`config.mk`:
```
export PLATFORM = sky130hd
export DESIGN_NAME = mcast_expander_flat
export DESIGN_NICKNAME = d
export VERILOG_FILES = /design/src/rtl/mcast_expander_if.sv /design/src/rtl/mcast_expander.sv /design/src/flat_wrapper.sv
export SDC_FILE = /design/constraint.sdc
export NUM_CORES = 1
export LEC_CHECK = 0
export BUFFER_PORTS_ARGS = -buffer_cell sky130_fd_sc_hd__buf_2
export CAP_MARGIN = 20
export CORE_MARGIN = 5
export CORE_UTILIZATION = 45
export DETAILED_ROUTE_END_ITERATION = 7
export SLEW_MARGIN = 20
export SYNTH_ARGS = -nofsm -noshare
export SYNTH_HDL_FRONTEND = slang
export SYNTH_SLANG_ARGS = --single-unit
```
`constraint.sdc`:
```
create_clock -name clk -period 2.96 [get_ports clk]
set_input_delay 0.296 -clock clk [delete_from_list [all_inputs] [get_ports clk]]
set_output_delay 0.296 -clock clk [all_outputs]
set_load 0.05 [all_outputs]
```
`src/rtl/mcast_expander_if.sv`:
```
// Handshake bundle for the multicast expander: two-phase input channel
// (req_in/data_in/ack_in) and two-phase unicast output channel (req_out/data_out/ack_out).
interface mcast_expander_if #(
   parameter int MSG_W  = 10,
   parameter int ADDR_W = 5
);
   logic                      req_in;
   logic [MSG_W+ADDR_W-1:0]   data_in;
   logic                      ack_in;
   logic                      req_out;
   logic [MSG_W+ADDR_W-1:0]   data_out;
   logic                      ack_out;

   modport slave (
      input  req_in, data_in, ack_out,
      output ack_in, req_out, data_out
   );

   modport master (
      output req_in, data_in, ack_out,
      input  ack_in, req_out, data_out
   );
endinterface

```
`src/rtl/mcast_expander.sv`:
```
// Multicast-to-unicast expander: buffers {msg, mask} packets and re-emits one
// {msg, one-hot} packet per set mask bit, lowest bit first, with sent/drop counters.
//
// state    | meaning
// IDLE     | no packet in work registers, waiting for FIFO data
// SEND     | emit lowest remaining mask bit, toggle req_out
// WAIT_ACK | wait for synchronised ack_out to match req_out
module mcast_expander #(
   parameter int MSG_W       = 10,
   parameter int ADDR_W      = 5,
   parameter int FIFO_DEPTH  = 4,
   parameter int SYNC_STAGES = 2,
   parameter int CNT_W       = 16
) (
   input  logic                 clk,
   input  logic                 rst,
   mcast_expander_if.slave      bus,
   input  logic                 clear_cnt,
   output logic [CNT_W-1:0]     sent_cnt,
   output logic [CNT_W-1:0]     drop_cnt,
   output logic                 busy
);
   localparam int DW = MSG_W + ADDR_W;
   localparam int AW = $clog2(FIFO_DEPTH);
   localparam int PW = AW + 1;

   typedef enum logic [1:0] {IDLE, SEND, WAIT_ACK} state_t;

   state_t              r_state;
   logic [MSG_W-1:0]    r_msg;
   logic [ADDR_W-1:0]   r_rem;
   logic                r_req_out;
   logic [DW-1:0]       r_data_out;
   logic                r_ack_in;
   logic [PW-1:0]       r_wr_ptr;
   logic [PW-1:0]       r_rd_ptr;
   logic [DW-1:0]       r_mem [FIFO_DEPTH];

   logic                w_req_in_s;
   logic                w_ack_out_s;
   logic                w_empty;
   logic                w_full;
   logic                w_accept;
   logic                w_mask_zero;
   logic                w_push;
   logic                w_drop;
   logic                w_acked;
   logic                w_pop;
   logic [DW-1:0]       w_head;
   logic [ADDR_W-1:0]   w_low;

   generate
      if (SYNC_STAGES == 0) begin : g_nosync
         assign w_req_in_s  = bus.req_in;
         assign w_ack_out_s = bus.ack_out;
      end else begin : g_sync
         logic [SYNC_STAGES-1:0] r_req_sync;
         logic [SYNC_STAGES-1:0] r_ack_sync;
         always_ff @(posedge clk or negedge rst) begin
            if (!rst) begin
               r_req_sync <= '0;
               r_ack_sync <= '0;
            end else begin
               r_req_sync[0] <= bus.req_in;
               r_ack_sync[0] <= bus.ack_out;
               for (int i = 1; i < SYNC_STAGES; i++) begin
                  r_req_sync[i] <= r_req_sync[i-1];
                  r_ack_sync[i] <= r_ack_sync[i-1];
               end
            end
         end
         assign w_req_in_s  = r_req_sync[SYNC_STAGES-1];
         assign w_ack_out_s = r_ack_sync[SYNC_STAGES-1];
      end
   endgenerate

   // Full is judged on start-of-cycle occupancy, so a same-cycle pop never admits a push.
   assign w_empty     = (r_wr_ptr == r_rd_ptr);
   assign w_full      = (r_wr_ptr[AW] != r_rd_ptr[AW]) &&
                        (r_wr_ptr[AW-1:0] == r_rd_ptr[AW-1:0]);
   assign w_accept    = (w_req_in_s != r_ack_in) && !w_full;
   assign w_mask_zero = (bus.data_in[ADDR_W-1:0] == '0);
   assign w_push      = w_accept && !w_mask_zero;
   assign w_drop      = w_accept && w_mask_zero;
   assign w_acked     = (w_ack_out_s == r_req_out);
   assign w_pop       = !w_empty && ((r_state == IDLE) ||
                        (r_state == WAIT_ACK && w_acked && r_rem == '0));
   assign w_head      = r_mem[r_rd_ptr[AW-1:0]];
   assign w_low       = r_rem & (~r_rem + 1'b1);

   always_ff @(posedge clk) begin
      if (w_push) r_mem[r_wr_ptr[AW-1:0]] <= bus.data_in;
   end

   always_ff @(posedge clk or negedge rst) begin
      if (!rst) begin
         r_ack_in <= 1'b0;
         r_wr_ptr <= '0;
         r_rd_ptr <= '0;
      end else begin
         if (w_accept) r_ack_in <= ~r_ack_in;
         if (w_push)   r_wr_ptr <= r_wr_ptr + 1'b1;
         if (w_pop)    r_rd_ptr <= r_rd_ptr + 1'b1;
      end
   end

   always_ff @(posedge clk or negedge rst) begin
      if (!rst) begin
         r_state    <= IDLE;
         r_msg      <= '0;
         r_rem      <= '0;
         r_req_out  <= 1'b0;
         r_data_out <= '0;
      end else begin
         case (r_state)
            IDLE: begin
               if (w_pop) begin
                  r_msg   <= w_head[DW-1:ADDR_W];
                  r_rem   <= w_head[ADDR_W-1:0];
                  r_state <= SEND;
               end
            end
            SEND: begin
               r_data_out <= {r_msg, w_low};
               r_req_out  <= ~r_req_out;
               r_rem      <= r_rem & ~w_low;
               r_state    <= WAIT_ACK;
            end
            WAIT_ACK: begin
               if (w_acked) begin
                  if (r_rem != '0) begin
                     r_state <= SEND;
                  end else if (w_pop) begin
                     r_msg   <= w_head[DW-1:ADDR_W];
                     r_rem   <= w_head[ADDR_W-1:0];
                     r_state <= SEND;
                  end else begin
                     r_state <= IDLE;
                  end
               end
            end
            default: r_state <= IDLE;
         endcase
      end
   end

   // Saturating counters; a clear wins over a coincident increment.
   always_ff @(posedge clk or negedge rst) begin
      if (!rst) begin
         sent_cnt <= '0;
         drop_cnt <= '0;
      end else if (clear_cnt) begin
         sent_cnt <= '0;
         drop_cnt <= '0;
      end else begin
         if (r_state == SEND && sent_cnt != '1) sent_cnt <= sent_cnt + 1'b1;
         if (w_drop && drop_cnt != '1)          drop_cnt <= drop_cnt + 1'b1;
      end
   end

   assign bus.ack_in   = r_ack_in;
   assign bus.req_out  = r_req_out;
   assign bus.data_out = r_data_out;
   assign busy         = !w_empty || (r_state != IDLE);
endmodule

```
`src/flat_wrapper.sv`:
```
// flat-port wrapper written by rule: the top's interface ports become plain ports
module mcast_expander_flat 
#(
   parameter int MSG_W       = 10,
   parameter int ADDR_W      = 5,
   parameter int FIFO_DEPTH  = 4,
   parameter int SYNC_STAGES = 2,
   parameter int CNT_W       = 16
)
  (clk, rst, clear_cnt, sent_cnt, drop_cnt, busy, bus_req_in, bus_data_in, bus_ack_out, bus_ack_in, bus_req_out, bus_data_out);
  mcast_expander_if #(.MSG_W(MSG_W), .ADDR_W(ADDR_W)) bus_i ();
  input  logic clk;
  input  logic rst;
  input  logic clear_cnt;
  output logic [CNT_W-1:0] sent_cnt;
  output logic [CNT_W-1:0] drop_cnt;
  output logic busy;
  input wire logic [$bits(bus_i.req_in)-1:0] bus_req_in;
  input wire logic [$bits(bus_i.data_in)-1:0] bus_data_in;
  input wire logic [$bits(bus_i.ack_out)-1:0] bus_ack_out;
  output wire logic [$bits(bus_i.ack_in)-1:0] bus_ack_in;
  output wire logic [$bits(bus_i.req_out)-1:0] bus_req_out;
  output wire logic [$bits(bus_i.data_out)-1:0] bus_data_out;
  assign bus_i.req_in = bus_req_in;
  assign bus_i.data_in = bus_data_in;
  assign bus_i.ack_out = bus_ack_out;
  assign bus_ack_in = bus_i.ack_in;
  assign bus_req_out = bus_i.req_out;
  assign bus_data_out = bus_i.data_out;
  mcast_expander #(.MSG_W(MSG_W), .ADDR_W(ADDR_W), .FIFO_DEPTH(FIFO_DEPTH), .SYNC_STAGES(SYNC_STAGES), .CNT_W(CNT_W)) u_core (.clk(clk), .rst(rst), .bus(bus_i), .clear_cnt(clear_cnt), .sent_cnt(sent_cnt), .drop_cnt(drop_cnt), .busy(busy));
endmodule
```
[After elaboration in Yosys (flattened, before gate mapping)]
Memory sizes are Yosys's and may differ from the RTL's.
Index checks and enable logic that the tools add are counted.
Word-level totals
  word-level logic and storage cells: 81
  output and inout bits: 50
  bits of input ports: 20
  register bits after elaboration: 76
  bits in writable memories: 60
  memories: 1
Operators by class
  eq/ne operators: 12
  bitwise logic cells: 6
  reductions and logical operators: 26
  $add $sub $neg: 5
  muxes and demuxes: 19
Memory list
  u_core.r_mem: words 4, bits a word 15, rd ports 1, clocked after Yosys merged registers in 0, wr ports 1, line mcast_expander.sv:37  | logic [DW-1:0] r_mem [FIFO_DEPTH];
Operators with widths (count)
  two-way mux 16 bit: 4
  adder 16 x 1 -> 16 bit (second input constant): 2
  != test 16 bit (second input constant): 2
  two-way mux 10 bit: 3
  one-hot mux 10 bit (2 select lines): 1
  two-way mux 5 bit: 3
  one-hot mux 5 bit (3 select lines): 1
  AND 5 bit: 2
  zero test 5 bit: 2
  NOT 5 bit: 2
  logical AND 1 bit: 9
  nonzero test 2 bit: 4
  adder 3 x 1 -> 3 bit (second input constant): 2
  two-way mux 2 bit: 3
  one-hot mux 2 bit (3 select lines): 1
  AND reduction 3 bit: 2
  adder 5 x 1 -> 5 bit (second input constant): 1
  nonzero test 5 bit: 1
  != test 2 x 1 -> 1 bit (second input constant): 2
  == test 3 bit: 1
  zero test 1 bit: 3
  two-way mux 1 bit: 3
  nonzero test 3 bit: 1
  == test 2 x 1 -> 1 bit (second input constant): 1
  9 further kinds: 12

[Longest topological paths before layout]
Gate-level depths: netlist of run 1.
  word-level depth: 9
  depth in mapped cells: 8
  depth with buffers taken out: 6

[Least setup slack after synthesis of run 1]
Ideal clock, no wire load.
  kind: flip-flop to flip-flop
  start point: register u_core.drop_cnt[0]
  end point: register u_core.drop_cnt[13]
  path slack: 721 ps
  path buffers: 1
  cell stages (with the launch flop): 8
  clock period less this slack: 2239 ps
  setup time: 78 ps
  data required time: 2882 ps
  arrival time: 2161 ps
  path through: dfrtp_1 > ha_1 > nand4_1 > nor4_4 > or3_4 > buf_6 > or3_1 > a21oi_1
Between the ends
  word-level cells in the longest chain between the ends: 3
  elaborated cells between the ends (all ways): 6
  classes of those cells: 1 x add/sub; 1 x eq/ne; 2 x mux; 2 x reduce/logical
Ends and longest elaborated chain
  from (decl): line mcast_expander.sv:20  | output logic [CNT_W-1:0] drop_cnt,
  from (signal assigned): line mcast_expander.sv:157  | if (w_drop && drop_cnt != '1) drop_cnt <= drop_cnt + 1'b1;
  adder 16 x 1 -> 16 bit or != test 16 bit (tied branches): line mcast_expander.sv:157
  two-way mux 16 bit or logical AND 1 bit (tied branches): line mcast_expander.sv:157
  two-way mux 16 bit or nonzero test 2 bit (tied branches)
Several ways; a longest one is shown, not always the timed one. The select of a mux whose other input is x is not followed.
A chain may end at the register's enable or synchronous reset.

[Worst setup path in the final report of run 1]
  start point: register u_core.r_wr_ptr[2]
  end point: memory u_core.r_mem[0][2] (netlist bit), enable pin
Between the ends
  word-level cells in the longest chain between the ends: 7
Ends and longest elaborated chain
  from (decl): line mcast_expander.sv:35  | logic [PW-1:0] r_wr_ptr;
  from (signal assigned): line mcast_expander.sv:102  | if (w_push) r_wr_ptr <= r_wr_ptr + 1'b1;
  != test 1 bit: line mcast_expander.sv:79  | assign w_full = (r_wr_ptr[AW] != r_rd_ptr[AW]) &&
  logical AND 1 bit: line mcast_expander.sv:79
  zero test 1 bit: line mcast_expander.sv:81  | assign w_accept = (w_req_in_s != r_ack_in) && !w_full;
  logical AND 1 bit: line mcast_expander.sv:81
  logical AND 1 bit: line mcast_expander.sv:83  | assign w_push = w_accept && !w_mask_zero;
  two-way mux 1 bit: line mcast_expander.sv:92  | if (w_push) r_mem[r_wr_ptr[AW-1:0]] <= bus.data_in;
  two-way mux 1 bit (implied by the code): line mcast_expander.sv:92
  to (decl): line mcast_expander.sv:37
Every way passes these cells.

==> results.yml, run 1 <==
cts:
  cts_tree: "built"
  clk_path_buf_depth: 2
  cts_max_level: 4
  worstSkewPairLatency_ps: 420
  clkSlewWorstSetupHoldPaths_ps: 60
  cts_buffers: 17
  clock-sinks: 136
  post_cts_buffers: 0
  root_buffer: "clkbuf_16"
job:
  maxCapViolations: 0
logic_synthesis:
  synth_area_mm2: 0.00580
  synth-edff-count: 60
  synth_warnings: 0
  syn_inst: 447
  synth_most_common_cell: "nand2_1"
  synth_xor_area_share_pct: 5.13
  synth_top_family_by_area: "simple AND/OR/NAND/NOR gates"
  synth_nets: 474
  synth_mux_area_share_pct: 6.34
  netlist_top_cells_area: "dfrtp_1, edfxtp_1, nand2_1"
  ys_types: 48
  async_reset_ff_share_pct: 55.9
  synth_commonest_cells: "nand2_1, dfrtp_1, edfxtp_1, nor2_1"
  synth_top_cell_by_area: "dfrtp_1"
  syn_area_per_cell_um2: 13.0
  ys_ff_latch: 136
  synth-compound-area-share_pct: 5.15
  synthSimpleGateAreaFrac_pct: 15.9
  yosysSeqAreaShare_pct: 63.8
  yosysTopAreaCellShare_pct: 32.8
  synth_ff_type: "dfrtp_1"
  synthAdderAreaFrac_pct: 1.51
finish:
  diodes: 0
  syn_to_final_growth_pct: 20.0
  fillers: 1094
  drive_gt1_share_pct: 24.4
  final_area_mm2: 0.00696
  nNetsFinal: 555
setup_path:
  crit_path_top_delay_cell: "and2_1"
  cp_top_family: "simple AND/OR/NAND/NOR gates"
  cp-end-kind: "register"
  slowest_delay_ps: 730
  cp.required_ps: 3010
  rr_worst_depth: 4
  worstSetupStartpointType: "register"
  r2r_end: "u_core.r_mem[0][2]$_DFFE_PP_"
  r2r_slack_ps: 620
  cp_max_fo: 15
  crit_buf_inv: 0
  crit_chain: "xnor2_2 -> o31ai_4 -> a21oi_1 -> and2_1"
  crit_arrival_ps: 2390
  r2r-start: "u_core.r_wr_ptr[2]$_DFFE_PN0N_"
  path_class: "reg2reg"
sta:
  fmax_mhz: 427
  clock_skew_ps: 12.1
  fin_crit_ps: 2340
  finalHoldViolations: 0
  post-route-period-util_pct: 79.1
  setup_viol: 0
  slew_violations: 0
  max-slew-margin-rel_pct: 46.4
  tightest_slew_ps: 805
  rsz0062_at_grt: "no"
  tns_ps: 0
min_path:
  min_from: "bus_data_in[14]"
  whs_endpoint: "u_core.r_mem[3][14]$_DFFE_PP_"
  hold_path.class: "in2reg"
  hold_depth: 1
power_and_ir_drop:
  seq_power_share_pct: 39.5
  internal_power_mw: 4.61
  swShare_pct: 35.2
  clkPwrFrac_pct: 29.3
  p_leak_nw: 2.92
  ir_drop_mv: 0.444
  power_density_mw_per_mm2: 1020
  p_switching_mw: 2.51
  comb_power_share_pct: 31.2
run_status:
  status: "complete, no violations"
global_routing:
  antenna_found_initial: 0
  grt_pass1_vias: 3677
  grt_max_degree: 77
  grt_overflow_total: 0
  grt.total_usage_pct: 16.2
  grt_pass1_wl_um: 18700
drt:
  vias_per_cell: 5.18
  drt_iter0_drc: 231
  wirelength_um: 11300
  ant_nets: 0
  num_vias: 3695
  firstDrtPassIters: 4
  route.detailed.drc: 0
  routedWlPerCell_um: 15.9
die:
  die_h_um: 124
  core_area_mm2: 0.0126
  dieArea_mm2: 0.0153
  rows: 41
  initial_core_util_pct: 46.0
  die_x_um: 124
  num_io_pins: 70
place:
  hpwl_um: 7630
  gp_congestion: 0.781
  port_buffers: 69
  placed_area_mm2: 0.00632
## layer usage
| metal | track usage [%] | part of all wire [%] | vias to the layer above |
|---|---|---|---|
| li1 | - | - | 1777 |
| met1 | 21.8 | 46 | 1816 |
| met2 | 25.1 | 47 | 86 |
| met3 | 4.16 | 5.1 | 16 |
| met4 | 6.64 | 1.8 | 0 |
| met5 | 0 | 0 | - |
## worst register-to-register path, cell delays in order, from the launching register on
cell     delay (ps)
dfrtp_1         410
xnor2_2         260
o31ai_4         170
a21oi_1         400
and2_1          730
## cells by family after synthesis
group | count (synthesis)
buf+inv | 24
fa+ha+maj | 7
simple gates | 190
compound gates | 46
mux | 16
xor+xnor | 28
flops | 136
## sequential cells by signal (all words and copies together), names as in the netlist, 3 cells and up
name / count
u_core.r_mem: 60
u_core.drop_cnt: 16
u_core.sent_cnt: 16
u_core.bus.data_out: 15
u_core.r_msg: 10
u_core.r_rem: 5
u_core.r_rd_ptr: 3
u_core.r_wr_ptr: 3
## final cells by class
cell class / count / area [um^2] / area share [%]
Clock buffer: 22 / 517 / 7.42
Tap cell: 172 / 215 / 3.09
Clock inverter: 10 / 87.6 / 1.26
Multi-Input combinational cell: 287 / 1970 / 28.4
Inverter: 6 / 22.5 / 0.324
Timing Repair Buffer: 80 / 442 / 6.34
Sequential cell: 136 / 3700 / 53.2
## worst max path at each step
stage                                    from                         endpoint  slack [ps]  depth (start not counted)
2_1_floorplan  u_core.drop_cnt[0]$_DFFE_PN0P_  u_core.drop_cnt[13]$_DFFE_PN0P_         720                          7
3_3_place_gp   u_core.r_wr_ptr[2]$_DFFE_PN0N_     u_core.r_mem[1][1]$_DFFE_PP_         620                          4
3_5_place_dp   u_core.r_wr_ptr[2]$_DFFE_PN0N_     u_core.r_mem[0][1]$_DFFE_PP_         610                          4
4_1_cts        u_core.r_wr_ptr[2]$_DFFE_PN0N_    u_core.r_mem[0][10]$_DFFE_PP_         580                          4
5_1_grt        u_core.r_wr_ptr[2]$_DFFE_PN0N_     u_core.r_mem[0][2]$_DFFE_PP_         450                          4
6_report       u_core.r_wr_ptr[2]$_DFFE_PN0N_     u_core.r_mem[0][2]$_DFFE_PP_         620                          4
## layout by cell type, fill, tap and decap left out, drive strengths merged, types with 3 or more instances in the layout
cell type and count:
and2 4, ha 7, mux4 15, clkinvlp 3, o21ai 16, inv 7
clkinv 5, nand2 94, nor4b 4, xor2 11, nand3 12, or3 5
xnor2 17, nand4 8, and3 3, nor4 7, dfrtp 76, nor2b 3
buf 77, or4 8, dlygate4sd3 3, o31ai 9, nor3 7, a21oi 13
edfxtp 60, clkbuf 22, nor3b 4, nor2 26
## stage by stage
stage / std cells / util, % / hold slack [ps] / total power, mW / setup slack, ps
2_1_floorplan: 447 / - / 0.409 / 4.55 / 721
3_3_place_gp: 678 / 50.1 / 335 / 5.06 / 625
3_5_place_dp: 678 / 50.1 / 339 / 5.11 / 608
4_1_cts: 712 / 55.1 / 57.1 / 7.23 / 578
5_1_grt: 713 / 55.2 / 74.1 / 7.57 / 450
6_report: 713 / 55.2 / 88.0 / 7.12 / 620
## power groups by stage
stage               logic (mW)  clock network [mW]  registers [mW]
floorplan                 1.41                   0            3.14
global placement          2.24                   0            2.82
detailed placement        2.25                   0            2.85
CTS                       2.27                2.14            2.82
global route              2.47                2.23            2.87
finish                    2.22                2.09            2.82
## repair_timing
item	4_1_cts	5_1_grt
gates resized for setup	0	0
hold buffers	2	1
endpoints found under the hold margin	2	48
(Power assumes the default switching activity.)
==> inputs of run 2 (changes only) <==
- ABC_AREA: unset -> 1
- clock period: 2.96 -> 2.3 ns (I/O delays scaled with it)
==> run 2 against run 1 <==
- combinational power up 37%
- via count up 30%
- final area up 9.1%
- power up 30%
- first-iteration DRC count up 45%
- critical path type is now reg2out
- critical endpoint is now busy
- highest routed layer unchanged
==> results.yml, run 2 <==
run_status:
  status: "complete, no violations"
power_and_ir_drop:
  ir_drop_mv: 0.904
  power_density_mw_per_mm2: 1220
  power_mw: 9.27
  p_leak_nw: 3.58
drt:
  vias_per_cell: 5.01
  num_vias: 4821
  routedWlPerCell_um: 14.0
  drt_iter0_drc: 336
  route.detailed.drc: 0
  ant_nets: 0
  wirelength_um: 13500
  firstDrtPassIters: 4
logic_synthesis:
  yosysTopAreaCellShare_pct: 29.7
  synth_warnings: 0
  synth_top_cell_by_area: "dfrtp_1"
  synth_nets: 715
  async_reset_ff_share_pct: 55.9
  syn_area_per_cell_um2: 9.30
  synth-edff-count: 60
  netlist_top_cells_area: "dfrtp_1, edfxtp_1, nand2_1"
  syn_inst: 688
  yosysSeqAreaShare_pct: 57.9
  synth_ff_type: "dfrtp_1"
  synth_most_common_cell: "nand2_1"
  synth_commonest_cells: "nand2_1, dfrtp_1, nor2_1, edfxtp_1, nand3_1"
  ys_types: 35
  ys_ff_latch: 136
  synth_area_mm2: 0.00640
global_routing:
  grt_pass1_wl_um: 22800
  grt_max_degree: 77
  grt.total_usage_pct: 17.3
  antenna_found_initial: 0
  grt_overflow_total: 0
  grt_pass1_vias: 4698
die:
  initial_core_util_pct: 45.9
  die_h_um: 129
  die_x_um: 129
  dieArea_mm2: 0.0167
  rows: 43
  num_io_pins: 70
  core_area_mm2: 0.0139
cts:
  cts_tree: "built"
  clkSlewWorstSetupHoldPaths_ps: 60
  cts_max_level: 4
  cts_buffers: 17
  clock-sinks: 136
  clk_path_buf_depth: 2
  worstSkewPairLatency_ps: 410
  post_cts_buffers: 0
  root_buffer: "clkbuf_16"
setup_path:
  worstSetupStartpointType: "register"
  cp-end-kind: "primary output"
  cp_max_fo: 4
  crit_chain: "inv_1 -> nand2_1 -> nand2_1 -> nand4_1 -> or2_2 -> buf_2"
  cp.required_ps: 2070
  slowest_delay_ps: 410
  crit_arrival_ps: 1840
  path_common_cell: "nand2_1"
  crit_path_top_delay_cell: "dfrtp_1"
  path_class: "reg2out"
sta:
  tightest_slew_ps: 502
  post-route-period-util_pct: 90.1
  fmax_mhz: 483
  rsz0062_at_grt: "no"
  setup_viol: 0
  fin_crit_ps: 2070
  finalHoldViolations: 0
  tns_ps: 0
  max-slew-margin-rel_pct: 66.4
  slew_violations: 0
  setup_slack_ps: 229
  clock_skew_ps: 4.74
finish:
  drive_gt1_share_pct: 18.8
  layout_common_cells: "nand2_1, dfrtp_1, nor2_1"
  mostFrequentLayoutCell: "nand2_1"
  diodes: 0
  largest_reg_flops: 60
  nNetsFinal: 797
  syn_to_final_growth_pct: 18.7
place:
  place_ws_ps: 487
  port_buffers: 69
  hpwl_um: 9040
  gp_congestion: 0.813
job:
  maxCapViolations: 0
min_path:
  hold_path.class: "in2reg"
-- run 2: worst max-delay path, delay by kind of cell (launching register included) --
kind / cells / cell delay, ps
buffers and inverters: 2 / 370
flip-flops: 1 / 410
AND/OR/NAND/NOR: 4 / 650
-- run 2: cells by family (layout without fill, tap and decap cells) --
group           Yosys count  in the layout  share of synthesized area [%]
simple gates            384            384                           26.9
flops                   136            136                           57.9
buf+inv                  79            174                           5.59
compound gates           63             63                           5.51
xor+xnor                 18             18                           2.58
fa+ha+maj                 7              7                           1.37
mux                       1              1                          0.176
-- run 2: power by group --
| part | internal [mW] | total [mW] | switching (mW) |
|---|---|---|---|
| Clock | 1.70 | 2.75 | 1.05 |
| Combinational | 0.876 | 3.04 | 2.16 |
| Sequential | 3.17 | 3.48 | 0.303 |
| Total | 5.75 | 9.27 | 3.52 |
-- run 2: metrics by stage --
step	instances	hold WS (ps)	cell area [um^2]	utilization, %
global route	963	19.5	7600	54.5
finish	963	32.1	7600	54.5
floorplan	688	-65.6	6400	-
global placement	928	287	6960	50.0
CTS	963	10.7	7600	54.5
detailed placement	928	292	6960	50.0
-- run 2: worst paths after layout --
path | startpoint | slack (ps) | to | cells after the start
max | u_core.r_wr_ptr[0]$_DFFE_PN0N_ | 230 | busy | 6
min | bus_data_in[5] | 30 | u_core.r_mem[0][5]$_DFFE_PP_ | 1
max reg2reg | u_core.drop_cnt[0]$_DFFE_PN0P_ | 490 | u_core.drop_cnt[7]$_DFFE_PN0P_ | 8
min reg2reg | u_core.g_sync.r_ack_sync[0]$_DFF_PN0_ | 350 | u_core.g_sync.r_ack_sync[1]$_DFF_PN0_ | 0
max in group asynchronous | rst | 1590 | u_core.g_sync.r_ack_sync[1]$_DFF_PN0_ | 3
min in group asynchronous | rst | 370 | u_core.sent_cnt[7]$_DFFE_PN0P_ | 3
-- run 2: timing repair --
| action | CTS | global route |
|---|---|---|
| gates resized for setup | 0 | 0 |
| hold buffers | 3 | 0 |
| hold endpoints to repair | 78 | 0 |
-- run 2: routing by layer --
metal	up-vias	GRT usage, %	wire [um]
met5	-	0	0
met3	17	4.20	540
met2	87	28.4	6620
met1	2285	22.4	6160
li1	2432	-	-
met4	0	6.36	199
-- run 2: final cells by class --
class | count | area, um^2
multi-input combinational | 473 | 2340
fill | 1277 | 6340
clock inverter | 11 | 134
tap | 180 | 225
sequential | 136 | 3700
clock buffer | 21 | 470
timing repair buffer | 88 | 523
inverter | 54 | 203
